**config.mk**
```make
export PLATFORM = sky130hd
export DESIGN_NAME = enemy_scheduler
export DESIGN_NICKNAME = d
export VERILOG_FILES = /design/src/rtl/enemy_sched_pkg.sv /design/src/rtl/enemy_lfsr.sv /design/src/rtl/enemy_scheduler.sv
export SDC_FILE = /design/constraint.sdc
export NUM_CORES = 1
export LEC_CHECK = 0
export ABC_AREA = 1
export BUFFER_PORTS_ARGS = -buffer_cell sky130_fd_sc_hd__clkbuf_2
export CORE_AREA = 2 2 75 77
export CTS_CLUSTER_DIAMETER = 150
export DETAILED_ROUTE_END_ITERATION = 8
export DIE_AREA = 0 0 77 79
export PLACE_DENSITY = 0.75
export SYNTH_ARGS = -nofsm -noshare
export SYNTH_HDL_FRONTEND = slang
export SYNTH_SLANG_ARGS = --single-unit
```
**constraint.sdc**
```tcl
create_clock -name clk -period 2.58 [get_ports clk]
set_input_delay 0 -clock clk [delete_from_list [all_inputs] [get_ports clk]]
set_output_delay 0 -clock clk [all_outputs]
set_load 0.05 [all_outputs]
```
**src/rtl/enemy_sched_pkg.sv**
```systemverilog
// enemy_sched_pkg: shared types and constants for the enemy scheduler.
//   sched_state_e : scheduler FSM states (idle, spawning, steady play, all dead)
//   DIR_*         : direction codes handed to the enemy motion modules
//   LFSR_TAPS     : feedback mask for the 16-bit Fibonacci LFSR (taps 16,14,13,11)
package enemy_sched_pkg;

    typedef enum logic [1:0] {
        StIdle  = 2'd0,
        StSpawn = 2'd1,
        StRun   = 2'd2,
        StDone  = 2'd3
    } sched_state_e;

    localparam logic [2:0] DIR_DOWN  = 3'd1;
    localparam logic [2:0] DIR_UP    = 3'd2;
    localparam logic [2:0] DIR_LEFT  = 3'd3;
    localparam logic [2:0] DIR_RIGHT = 3'd4;

    // Bit 15 is tap 16, bit 13 tap 14, bit 12 tap 13, bit 10 tap 11.
    localparam logic [15:0] LFSR_TAPS = 16'hB400;

endpackage

```
**src/rtl/enemy_lfsr.sv**
```systemverilog
// enemy_lfsr: free-running 16-bit Fibonacci LFSR shared by all enemies.
//   clk    : system clock
//   reset  : asynchronous active-high reset, loads SEED
//   rand_o : two low state bits, used to form a direction code
module enemy_lfsr
    import enemy_sched_pkg::*;
#(
    parameter logic [15:0] SEED = 16'hACE1
) (
    input  logic       clk,
    input  logic       reset,
    output logic [1:0] rand_o
);

    logic [15:0] lfsr_q, lfsr_d;

    always_comb begin
        lfsr_d = {lfsr_q[14:0], ^(lfsr_q & LFSR_TAPS)};
    end

    always_ff @(posedge clk or posedge reset) begin
        if (reset) begin
            lfsr_q <= SEED;
        end else begin
            lfsr_q <= lfsr_d;
        end
    end

    assign rand_o = lfsr_q[1:0];

endmodule

```
**src/rtl/enemy_scheduler.sv**
```systemverilog
// enemy_scheduler: spawns enemies on frame boundaries, tracks alive enemies and kills,
// and round-robin arbitrates the shared LFSR among enemies requesting a new direction.
//   clk, reset   : system clock, asynchronous active-high reset
//   startOfFrame : one-cycle pulse per frame
//   game_on      : high while a round is running
//   kill         : per-enemy destroy pulse
//   enemy_req    : per-enemy request for a new direction code
//   enemy_en     : per-enemy enable (alive and released)
//   grant        : one-hot, one-cycle grant; random_num valid for that enemy
//   random_num   : direction code 1..4 during a grant, else 0
//   all_dead     : every enemy killed this round
//   kill_count   : saturating kill counter for the round
// Optional feature macro: ENEMY_RESPAWN_EN (killed enemies re-spawn after
// SPAWN_DELAY_FRAMES frames; all_dead then never asserts).
module enemy_scheduler
    import enemy_sched_pkg::*;
#(
    parameter int unsigned NUM_ENEMIES        = 4,
    parameter int unsigned SPAWN_DELAY_FRAMES = 30,
    parameter logic [15:0] LFSR_SEED          = 16'hACE1
) (
    input  logic                   clk,
    input  logic                   reset,
    input  logic                   startOfFrame,
    input  logic                   game_on,
    input  logic [NUM_ENEMIES-1:0] kill,
    input  logic [NUM_ENEMIES-1:0] enemy_req,
    output logic [NUM_ENEMIES-1:0] enemy_en,
    output logic [NUM_ENEMIES-1:0] grant,
    output logic [2:0]             random_num,
    output logic                   all_dead,
    output logic [7:0]             kill_count
);

    localparam int unsigned IdxW = $clog2(NUM_ENEMIES);
    localparam int unsigned CntW = (SPAWN_DELAY_FRAMES > 1) ? $clog2(SPAWN_DELAY_FRAMES) : 1;
    localparam logic [CntW-1:0] CntLast = CntW'(SPAWN_DELAY_FRAMES - 1);
    localparam logic [IdxW-1:0] IdxLast = IdxW'(NUM_ENEMIES - 1);
    localparam logic [IdxW:0]   NumEn   = (IdxW + 1)'(NUM_ENEMIES);

    sched_state_e           state_q, state_d;
    logic [NUM_ENEMIES-1:0] enemy_en_q, enemy_en_d;
    logic [NUM_ENEMIES-1:0] grant_q, grant_d;
    logic [2:0]             random_num_q, random_num_d;
    logic                   all_dead_q, all_dead_d;
    logic [7:0]             kill_count_q, kill_count_d;
    logic [IdxW-1:0]        rr_ptr_q, rr_ptr_d;
    logic [CntW-1:0]        frame_cnt_q, frame_cnt_d;
    logic [IdxW-1:0]        spawn_idx_q, spawn_idx_d;

    logic [1:0]             lfsr_bits;
    logic                   active;
    logic [NUM_ENEMIES-1:0] valid_kill;
    logic [NUM_ENEMIES-1:0] release_vec;
    logic [NUM_ENEMIES-1:0] respawn_vec;
    logic [NUM_ENEMIES-1:0] elig;
    logic [8:0]             kill_total;
    logic [IdxW:0]          cand;
    logic                   found;

    enemy_lfsr #(
        .SEED (LFSR_SEED)
    ) u_lfsr (
        .clk    (clk),
        .reset  (reset),
        .rand_o (lfsr_bits)
    );

    assign active     = (state_q == StSpawn) || (state_q == StRun);
    assign valid_kill = kill & enemy_en_q;

    always_comb begin
        kill_total = {1'b0, kill_count_q};
        for (int unsigned i = 0; i < NUM_ENEMIES; i++) begin
            kill_total = kill_total + {8'd0, valid_kill[i]};
        end
    end

`ifdef ENEMY_RESPAWN_EN
    logic [NUM_ENEMIES-1:0] resp_pend_q, resp_pend_d;
    logic [CntW-1:0]        resp_cnt_q [NUM_ENEMIES];
    logic [CntW-1:0]        resp_cnt_d [NUM_ENEMIES];

    // Per-enemy frame counter that restarts when the enemy is killed.
    always_comb begin
        respawn_vec = '0;
        resp_pend_d = resp_pend_q;
        resp_cnt_d  = resp_cnt_q;
        if (!game_on || !active) begin
            resp_pend_d = '0;
        end else begin
            for (int unsigned i = 0; i < NUM_ENEMIES; i++) begin
                if (valid_kill[i]) begin
                    resp_pend_d[i] = 1'b1;
                    resp_cnt_d[i]  = '0;
                end else if (resp_pend_q[i] && startOfFrame) begin
                    if (resp_cnt_q[i] == CntLast) begin
                        respawn_vec[i] = 1'b1;
                        resp_pend_d[i] = 1'b0;
                        resp_cnt_d[i]  = '0;
                    end else begin
                        resp_cnt_d[i] = resp_cnt_q[i] + 1'b1;
                    end
                end
            end
        end
    end

    always_ff @(posedge clk or posedge reset) begin
        if (reset) begin
            resp_pend_q <= '0;
            for (int unsigned i = 0; i < NUM_ENEMIES; i++) resp_cnt_q[i] <= '0;
        end else begin
            resp_pend_q <= resp_pend_d;
            resp_cnt_q  <= resp_cnt_d;
        end
    end
`else
    assign respawn_vec = '0;
`endif

    always_comb begin
        state_d      = state_q;
        enemy_en_d   = enemy_en_q;
        grant_d      = '0;
        random_num_d = 3'd0;
        all_dead_d   = all_dead_q;
        kill_count_d = kill_count_q;
        rr_ptr_d     = rr_ptr_q;
        frame_cnt_d  = frame_cnt_q;
        spawn_idx_d  = spawn_idx_q;
        release_vec  = '0;
        elig         = '0;
        cand         = '0;
        found        = 1'b0;

        unique case (state_q)
            StIdle: begin
                enemy_en_d   = '0;
                all_dead_d   = 1'b0;
                kill_count_d = 8'd0;
                rr_ptr_d     = '0;
                if (game_on) begin
                    state_d     = StSpawn;
                    frame_cnt_d = '0;
                    spawn_idx_d = '0;
                end
            end
            StSpawn: begin
                if (startOfFrame) begin
                    // Spawn index 0 marks the first frame after entry: release at once.
                    if ((spawn_idx_q == '0) || (frame_cnt_q == CntLast)) begin
                        release_vec[spawn_idx_q] = 1'b1;
                        frame_cnt_d = '0;
                        spawn_idx_d = spawn_idx_q + 1'b1;
                        if (spawn_idx_q == IdxLast) state_d = StRun;
                    end else begin
                        frame_cnt_d = frame_cnt_q + 1'b1;
                    end
                end
            end
            StRun: begin
`ifndef ENEMY_RESPAWN_EN
                if (enemy_en_q == '0) begin
                    state_d    = StDone;
                    all_dead_d = 1'b1;
                end
`endif
            end
            StDone: begin
                all_dead_d = 1'b1;
            end
            default: ;
        endcase

        if (active) begin
            enemy_en_d   = (enemy_en_q | release_vec | respawn_vec) & ~valid_kill;
            kill_count_d = kill_total[8] ? 8'hFF : kill_total[7:0];
            // Current grantee is masked so a held request waits at least one idle cycle;
            // a same-cycle kill drops the victim from arbitration.
            elig = enemy_req & enemy_en_q & ~grant_q & ~kill;
            for (int unsigned off = 0; off < NUM_ENEMIES; off++) begin
                cand = {1'b0, rr_ptr_q} + (IdxW + 1)'(off);
                if (cand >= NumEn) cand = cand - NumEn;
                if (!found && elig[cand[IdxW-1:0]]) begin
                    found                      = 1'b1;
                    grant_d[cand[IdxW-1:0]]    = 1'b1;
                    rr_ptr_d = (cand[IdxW-1:0] == IdxLast) ? '0 : cand[IdxW-1:0] + 1'b1;
                end
            end
            if (found) random_num_d = DIR_DOWN + {1'b0, lfsr_bits};
        end

        if (!game_on) begin
            state_d      = StIdle;
            enemy_en_d   = '0;
            all_dead_d   = 1'b0;
            kill_count_d = 8'd0;
            grant_d      = '0;
            random_num_d = 3'd0;
            rr_ptr_d     = '0;
        end
    end

    always_ff @(posedge clk or posedge reset) begin
        if (reset) begin
            state_q      <= StIdle;
            enemy_en_q   <= '0;
            grant_q      <= '0;
            random_num_q <= 3'd0;
            all_dead_q   <= 1'b0;
            kill_count_q <= 8'd0;
            rr_ptr_q     <= '0;
            frame_cnt_q  <= '0;
            spawn_idx_q  <= '0;
        end else begin
            state_q      <= state_d;
            enemy_en_q   <= enemy_en_d;
            grant_q      <= grant_d;
            random_num_q <= random_num_d;
            all_dead_q   <= all_dead_d;
            kill_count_q <= kill_count_d;
            rr_ptr_q     <= rr_ptr_d;
            frame_cnt_q  <= frame_cnt_d;
            spawn_idx_q  <= spawn_idx_d;
        end
    end

    assign enemy_en   = enemy_en_q;
    assign grant      = grant_q;
    assign random_num = random_num_q;
    assign all_dead   = all_dead_q;
    assign kill_count = kill_count_q;

endmodule

```
==> load_flow_metrics.sql, run 1 <==
INSERT INTO impl_metrics (metric_group, metric, value, unit) VALUES
('timing', 'slew_headroom', '35.6', '%'),
('cells_and_area', 'final_cell_area', '3230', 'sq um'),
('synthesis', 'number_of_flops_mapped_to_enable_cells_by_yosys', '0', ''),
('critical_path', 'worst-r2r-setup-slack', '0.03', 'ns'),
('placement', 'place_ws', '0.0191', 'ns'),
('die', 'pin_count', '32', ''),
('synthesis', 'ys_seq_area_share', '43.4', '%'),
('timing', 'minimum_setup_slack_in_the_final_design', '0.0302', 'ns'),
('synthesis', 'ys_types', '40', ''),
('synthesis', 'synthDominantAreaCellType', 'dfrtp_1', ''),
('timing', 'final_min_period_over_clock_period', '98.8', '%'),
('min_path', 'worstHoldPathType', 'in2reg', ''),
('cts', 'cts.path.max_buffers', '2', ''),
('cts', 'cts.htree.levels', '2', ''),
('critical_path', 'crit_path_start_kind', 'flip-flop', ''),
('die', 'initial_core_util', '51.2', '%'),
('timing', 'fin_crit', '2.55', 'ns'),
('drt', 'detailroute.via_count', '2215', ''),
('grt', 'grt_util_overall', '20.4', '%'),
('timing', 'hold_viol_final', '0', ''),
('min_path', 'worst_hold_path.num_cells', '4', ''),
('outcome', 'status', 'completed', ''),
('timing', 'whs', '0.0264', 'ns'),
('synthesis', 'synth.cells.most_frequent', 'nand2_1, inv_1, dfrtp_1', ''),
('cells_and_area', 'finish.net_count', '396', ''),
('timing', 'total_of_endpoints_with_negative_setup_slack_in_the_final_report', '0', ''),
('critical_path', 'required', '2.81', 'ns'),
('drt', 'dr.pass1.iters', '4', ''),
('placement', 'detailed_place.area', '3040', 'sq um'),
('power', 'total_leakage_power', '1.67', 'nW'),
('cells_and_area', 'flow.area_growth_from_synthesis', '18.2', '%'),
('synthesis', 'synthesis.yosys.warnings', '0', ''),
('die', 'number_of_rows_in_the_core_area', '27', ''),
('cts', 'clockRootBuffer', 'clkbuf_8', ''),
('cts', 'clkTransAtPathRegs', '0.09', 'ns'),
('drt', 'wl_met3', '280', 'microns'),
('critical_path', 'path_class', 'reg2reg', ''),
('drt', 'maxUsedRoutingLayer', 'met4', ''),
('drt', 'wl', '5.79', 'mm'),
('drt', 'wl_met2', '2.69', 'mm'),
('die', 'die_x', '77', 'microns'),
('die', 'fp.dieArea', '6080', 'sq um'),
('grt', 'number_of_antenna_violations_at_the_first_check_in_global_routing', '0', ''),
('synthesis', 'yosys.area.top_type_share', '35.7', '%'),
('synthesis', 'syn_nets', '350', ''),
('die', 'die_h', '79', 'microns'),
('synthesis', 'yosysMostFrequentCell', 'nand2_1', ''),
('cts', 'insertion_delay', '0.30', 'ns'),
('timing', 'finalMaxSlewViolations', '0', ''),
('grt', 'grt.overflow.total', '0', ''),
('run', 'max-cap-violations', '0', ''),
('placement', 'place.port_buffers', '31', ''),
('grt', 'grt_start_max_net_pins', '48', ''),
('drt', 'detail_route.wl_per_cell', '13.3', 'microns'),
('critical_path', 'endpoint_kind', 'flip-flop', ''),
('synthesis', 'async_reset_ff_share', '100', '%'),
('placement', 'routabilityCongestion', '0.890', ''),
('cells_and_area', 'layout.core_utilization', '60.5', '%'),
('grt', 'grt_pass1_wl', '9.87', 'mm'),
('synthesis', 'netlist_area', '2730', 'sq um'),
('timing', 'fmaxAchievable', '392', 'MHz'),
('cells_and_area', 'final_layout_size_suffix_gt1_share', '27.3', '%'),
('drt', 'antenna_left', '0', ''),
('drt', 'post-route-drc-count', '0', ''),
('drt', 'routedLengthMet1', '2.72', 'mm'),
('critical_path', 'worst_path_max_fanout', '6', ''),
('synthesis', 'post_synthesis_instance_total', '315', ''),
('cts', 'tritoncts_num_sinks', '47', ''),
('grt', 'grt_pass1_vias', '2134', ''),
('drt', 'detail_route.iter0.violations', '102', ''),
('synthesis', 'ys_top_cells_by_area', 'dfrtp_1, ha_1, nand2_1', '');
==> layer usage <==
layer  up-vias  global-route usage [%]
met2        55                    34.9
met5         -                       0
met3        10                    3.52
li1       1105                       -
met4         0                    6.25
met1      1045                    26.6
==> power breakdown <==
group,total [mW],switching (mW),internal [mW]
combinational,1.09,0.744,0.350
sequential,0.855,0.0546,0.800
clock,0.637,0.250,0.387
==> repair_timing <==
action | in CTS | in global routing
endpoints found under the setup margin | 0 | 7
resized for setup | 0 | 11
buffers inserted | 0 | 4
hold buffers | 1 | 0
endpoints found under the hold margin | 39 | 0
==> cells by family (layout without fill, tap and decap cells) <==
family / Yosys count / after routing / share of synthesized area, %
xor gates and xnor gates: 7 / 7 / 2.24
and+or+nand+nor: 131 / 131 / 23.2
adders and majority gates: 23 / 23 / 11.4
buffers and inverters: 53 / 100 / 7.96
DFF: 47 / 47 / 43.4
AOI/OAI and AO/OA: 54 / 54 / 11.9
==> worst paths after layout <==
| check | to | start |
|---|---|---|
| worst max-delay path | kill_count[3] | enemy_en[0] |
| worst min-delay path | enemy_en[2] | kill[2] |
| worst max register to register | kill_count[3] | enemy_en[0] |
| worst min register to register | u_lfsr.lfsr_q[7] | u_lfsr.lfsr_q[6] |
| max in group asynchronous | enemy_en[2] | reset |
| min in group asynchronous | u_lfsr.lfsr_q[1] | reset |
==> sequential cells by signal (all words and copies together) (netlist names) <==
| signal | flops |
|---|---|
| all_dead | 1 |
| enemy_en | 4 |
| frame_cnt_q | 5 |
| grant | 4 |
| kill_count | 8 |
| random_num | 3 |
| rr_ptr_q | 2 |
| spawn_idx_q | 2 |
| state_q | 2 |
| u_lfsr.lfsr_q | 16 |
==> per-stage QoR <==
step / setup TNS [ns] / power [mW]
floorplan: -0.0896 / 1.71
global placement: 0 / 1.93
detailed placement: 0 / 1.95
CTS: 0 / 2.59
global route: -0.316 / 2.77
finish: 0 / 2.59
==> area by class of cell <==
| type | count | area, sq um | area share [%] |
|---|---|---|---|
| clock buffer | 6 | 72.6 | 2.25 |
| clock inverter | 2 | 60.1 | 1.86 |
| inverter | 48 | 190 | 5.88 |
| multi-input combinational | 215 | 1380 | 42.5 |
| sequential | 47 | 1190 | 36.8 |
| tap | 72 | 90.1 | 2.79 |
| timing repair buffer | 44 | 255 | 7.90 |
==> critical path: stages, from the launching register on <==
cell and delay (ns):
dfrtp_2 0.41, nand2_2 0.07, inv_2 0.04, fa_1 0.52, inv_2 0.04, fa_2 0.36
inv_2 0.06, fa_2 0.23, nand3_4 0.09, nor2_4 0.12, inv_2 0.08, nor3_4 0.24
o21ai_1 0.11, o21ai_1 0.10
==> cells in the final DEF (no fill, tap or decap), types with 3 or more instances in the layout <==
master,netlist,routed
a21oi_1,13,12
a31oi_1,4,4
buf_4,0,12
clkbuf_2,0,31
clkbuf_8,0,5
dfrtp_1,39,37
dfstp_2,8,8
ha_1,20,20
inv_1,43,38
inv_2,3,8
nand2_1,58,56
nand2_2,4,6
nand2_4,4,4
nand3_1,21,20
nand3_2,5,5
nand4_1,3,3
nor2_1,26,25
nor3_1,4,3
o21ai_0,20,12
o21ai_1,1,9
o21ai_2,3,3
o22ai_1,5,5
xnor2_1,3,3
xor2_1,4,4
(Power assumes the default switching activity.)
==> inputs of run 2 (changes only) <==
--- a/config.mk
+++ b/config.mk
@@ -7,11 +7,11 @@
 export LEC_CHECK = 0
 export ABC_AREA = 1
 export BUFFER_PORTS_ARGS = -buffer_cell sky130_fd_sc_hd__clkbuf_2
-export CORE_AREA = 2 2 75 77
+export CORE_AREA = 2 2 77 79
 export CTS_CLUSTER_DIAMETER = 150
 export DETAILED_ROUTE_END_ITERATION = 8
-export DIE_AREA = 0 0 77 79
-export PLACE_DENSITY = 0.75
+export DIE_AREA = 0 0 79 81
+export PLACE_DENSITY = 0.72
 export SYNTH_ARGS = -nofsm -noshare
 export SYNTH_HDL_FRONTEND = slang
 export SYNTH_SLANG_ARGS = --single-unit
==> constraint.sdc (replaced) <==
create_clock -name clk -period 2.58 [get_ports clk]
set_input_delay 0 -clock clk [delete_from_list [all_inputs] [get_ports clk]]
set_output_delay 0 -clock clk [all_outputs]
set_load 0.02 [all_outputs]
==> run 2 against run 1 <==
Sequential cell count stayed put. Final cell count rose by 1.8%. Global-route usage shrank 0.44 points. Clock power shrank 15%. Cell area rose by 0.77%. Sequential share of layout area down 0.32 points. Combinational power shrank 4%. Total power down 5.4%. Die area up 5.2%. First-iteration DRC count up 29%.
==> load_flow_metrics.sql, run 2 (synthesis gave the netlist of run 1 again) <==
INSERT INTO impl_metrics (metric_group, metric, value, unit) VALUES
('die', 'core_area', '5680', 'sq um'),
('cts', 'clockRootBuffer', 'clkbuf_8', ''),
('critical_path', 'most_frequent_cp_cell', 'inv_2', ''),
('timing', 'fmaxAchievable', '396', 'MHz'),
('cts', 'total_cts_buffers', '5', ''),
('cts', 'insertion_delay', '0.30', 'ns'),
('critical_path', 'crit_arrival', '2.74', 'ns'),
('placement', 'dp_hpwl', '4.24', 'mm'),
('cts', 'cts_tree', 'done', ''),
('placement', 'detailed_place.area', '3040', 'sq um'),
('critical_path', 'timing.critical_path.slowest_cell_delay', '0.48', 'ns'),
('cells_and_area', 'finish.cell_count_without_fillers', '442', ''),
('timing', 'total_of_endpoints_with_negative_setup_slack_in_the_final_report', '0', ''),
('placement', 'place.port_buffers', '31', ''),
('timing', 'finalMaxSlewViolations', '0', ''),
('cts', 'cts.htree.levels', '2', ''),
('placement', 'placed_cells_incl_taps', '426', ''),
('critical_path', 'crit_slowest_cell', 'fa_1', ''),
('critical_path', 'worstReg2RegEnd', 'kill_count[4]', ''),
('drt', 'dr.pass1.iters', '4', ''),
('cts', 'clkTransAtPathRegs', '0.09', 'ns'),
('drt', 'detailroute.via_count', '2224', ''),
('timing', 'hold_viol_final', '0', ''),
('grt', 'grt_pass1_vias', '2235', ''),
('cells_and_area', 'flow.area_growth_from_synthesis', '19.1', '%'),
('die', 'number_of_rows_in_the_core_area', '28', ''),
('critical_path', 'endpoint_kind', 'flip-flop', ''),
('drt', 'post-route-drc-count', '0', ''),
('run', 'max-cap-violations', '0', ''),
('critical_path', 'crit_path_cell_trace', 'nand2_2 -> inv_2 -> fa_1 -> inv_1 -> fa_2 -> inv_2 -> fa_2 -> nand3_4 -> nor2_4 -> inv_2 -> nor3_4 -> a21oi_1 -> o22ai_1', ''),
('grt', 'number_of_antenna_violations_at_the_first_check_in_global_routing', '0', ''),
('timing', 'fin_crit', '2.52', 'ns'),
('cells_and_area', 'largest_register_ff_count', '16', ''),
('critical_path', 'worst_setup_endpoint', 'kill_count[4]', ''),
('cts', 'cts.path.max_buffers', '2', ''),
('drt', 'antenna_left', '0', ''),
('power', 'power_density_over_cell_area', '751', 'nW/um^2'),
('die', 'pin_count', '32', ''),
('timing', 'timing_worst_slew_pin_value', '0.688', 'ns'),
('critical_path', 'required', '2.80', 'ns'),
('placement', 'routabilityCongestion', '0.909', ''),
('die', 'die_x', '79', 'microns'),
('timing', 'rsz0062_at_grt', 'yes', ''),
('drt', 'wl', '5.90', 'mm'),
('cells_and_area', 'final_layout_size_suffix_gt1_share', '28.6', '%'),
('cts', 'tritoncts_num_sinks', '47', ''),
('power', 'total_leakage_power', '1.68', 'nW'),
('grt', 'grt_pass1_wl', '10.1', 'mm'),
('outcome', 'status', 'completed', ''),
('cells_and_area', 'layout.cells.most_common_list', 'nand2_1, inv_1, dfrtp_1, clkbuf_2, nor2_1', ''),
('power', 'cellInternalPower', '1.45', 'mW'),
('grt', 'grt.overflow.total', '0', ''),
('cells_and_area', 'finish.net_count', '401', ''),
('power', 'share_comb_of_total_power', '42.9', '%'),
('drt', 'detail_route.wl_per_cell', '13.4', 'microns'),
('critical_path', 'worst_path_max_fanout', '6', ''),
('critical_path', 'timing.critical_path.from', 'enemy_en[0]', ''),
('die', 'fp.dieArea', '6400', 'sq um'),
('critical_path', 'path_class', 'reg2reg', ''),
('drt', 'avgViaCountPerCell', '5.03', ''),
('cells_and_area', 'antenna-diode-count', '0', ''),
('die', 'initial_core_util', '48.2', '%'),
('die', 'die_h', '81', 'microns'),
('timing', 'slew_headroom', '54.1', '%'),
('power', 'worst_ir_drop_vdd', '0.527', 'mV'),
('timing', 'final_min_period_over_clock_period', '97.8', '%'),
('critical_path', 'worst-r2r-setup-slack', '0.06', 'ns'),
('critical_path', 'r2r_start', 'enemy_en[0]', ''),
('power', 'pwr-share-seq', '34.9', '%'),
('timing', 'worst_setup_skew_after_layout', '0.00820', 'ns'),
('grt', 'grt_start_max_net_pins', '35', ''),
('cells_and_area', 'top_register', 'u_lfsr.lfsr_q', ''),
('power', 'pwr-share-clk', '22.2', '%'),
('grt', 'grt_util_overall', '20.0', '%'),
('min_path', 'worstHoldPathType', 'in2reg', ''),
('cells_and_area', 'final_cell_area', '3260', 'sq um'),
('critical_path', 'crit_path_start_kind', 'flip-flop', ''),
('power', 'switching_share', '40.9', '%'),
('critical_path', 'worstRegToRegCells', '13', ''),
('drt', 'detail_route.iter0.violations', '132', ''),
('power', 'power_switching', '1000', 'uW'),
('cells_and_area', 'layout.cells.most_common', 'nand2_1', '');
-- run 2: cell count changes in the layout (fill, tap and decap cells not counted), sizes merged --
| cell | change |
|---|---|
| bufinv | -1 |
| buf | +5 |
| clkbuf | -1 |
| clkinv | +2 |
-- run 2: how the worst min path moves through the flow --
stage,startpoint,end,slack (ns),cells after the start
after floorplan,game_on,rr_ptr_q[0],0.14,2
after global placement,reset,frame_cnt_q[2],0.12,2
after detailed placement,reset,frame_cnt_q[2],0.13,2
after CTS,game_on,rr_ptr_q[0],0.05,3
after global routing,game_on,rr_ptr_q[0],0.07,3
final,game_on,rr_ptr_q[0],0.05,3
-- run 2: layout make-up --
type                       instances  area (sq um)
sequential                        47          1190
inverter                          48           190
tap                               75          93.8
multi-input combinational        215          1380
timing repair buffer              49           293
clock inverter                     3          43.8
clock buffer                       5          68.8
fill                             526          2420
-- run 2: layer usage --
| metal | GRT usage [%] | routed length [microns] | vias up |
|---|---|---|---|
| li1 | - | - | 1124 |
| met3 | 3.33 | 320 | 8 |
| met1 | 27.6 | 2750 | 1029 |
| met2 | 33.2 | 2770 | 63 |
| met4 | 4.31 | 66 | 0 |
| met5 | 0 | 0 | - |
-- run 2: stage by stage --
stage	setup TNS, ns	worst slack [ns]	hold WS [ns]	utilization [%]	total power [mW]
floorplan	0	0.0207	0.138	-	1.66
global placement	-0.00599	-0.00599	0.122	53.6	1.88
detailed placement	-0.528	-0.107	0.134	53.6	1.90
CTS	-0.0112	-0.0112	0.0455	56.7	2.46
global route	-0.0950	-0.0373	0.0709	57.4	2.65
finish	0	0.0562	0.0496	57.4	2.44
-- run 2: worst max-delay path, delay by kind of cell, from the launching register on --
family,cells,cell delay [ns]
buffers and inverters,4,0.22
AOI/OAI and AO/OA,2,0.23
DFF,1,0.42
adders and majority gates,3,1.05
and+or+nand+nor,4,0.53
-- run 2: power by group through the flow --
| stage | clock [mW] | sequential, mW | combinational [mW] |
|---|---|---|---|
| after floorplan | 0 | 0.894 | 0.764 |
| after global placement | 0 | 0.864 | 1.02 |
| after detailed placement | 0 | 0.867 | 1.03 |
| after CTS | 0.559 | 0.853 | 1.05 |
| after global routing | 0.593 | 0.867 | 1.19 |
| final | 0.544 | 0.853 | 1.05 |
-- run 2: what timing repair did --
item,in CTS,in global routing
buffers inserted,5,2
resized for setup,13,8
pin swaps,8,6
hold buffers,1,0
endpoints found under the hold margin,27,0
endpoints found under the setup margin,7,8
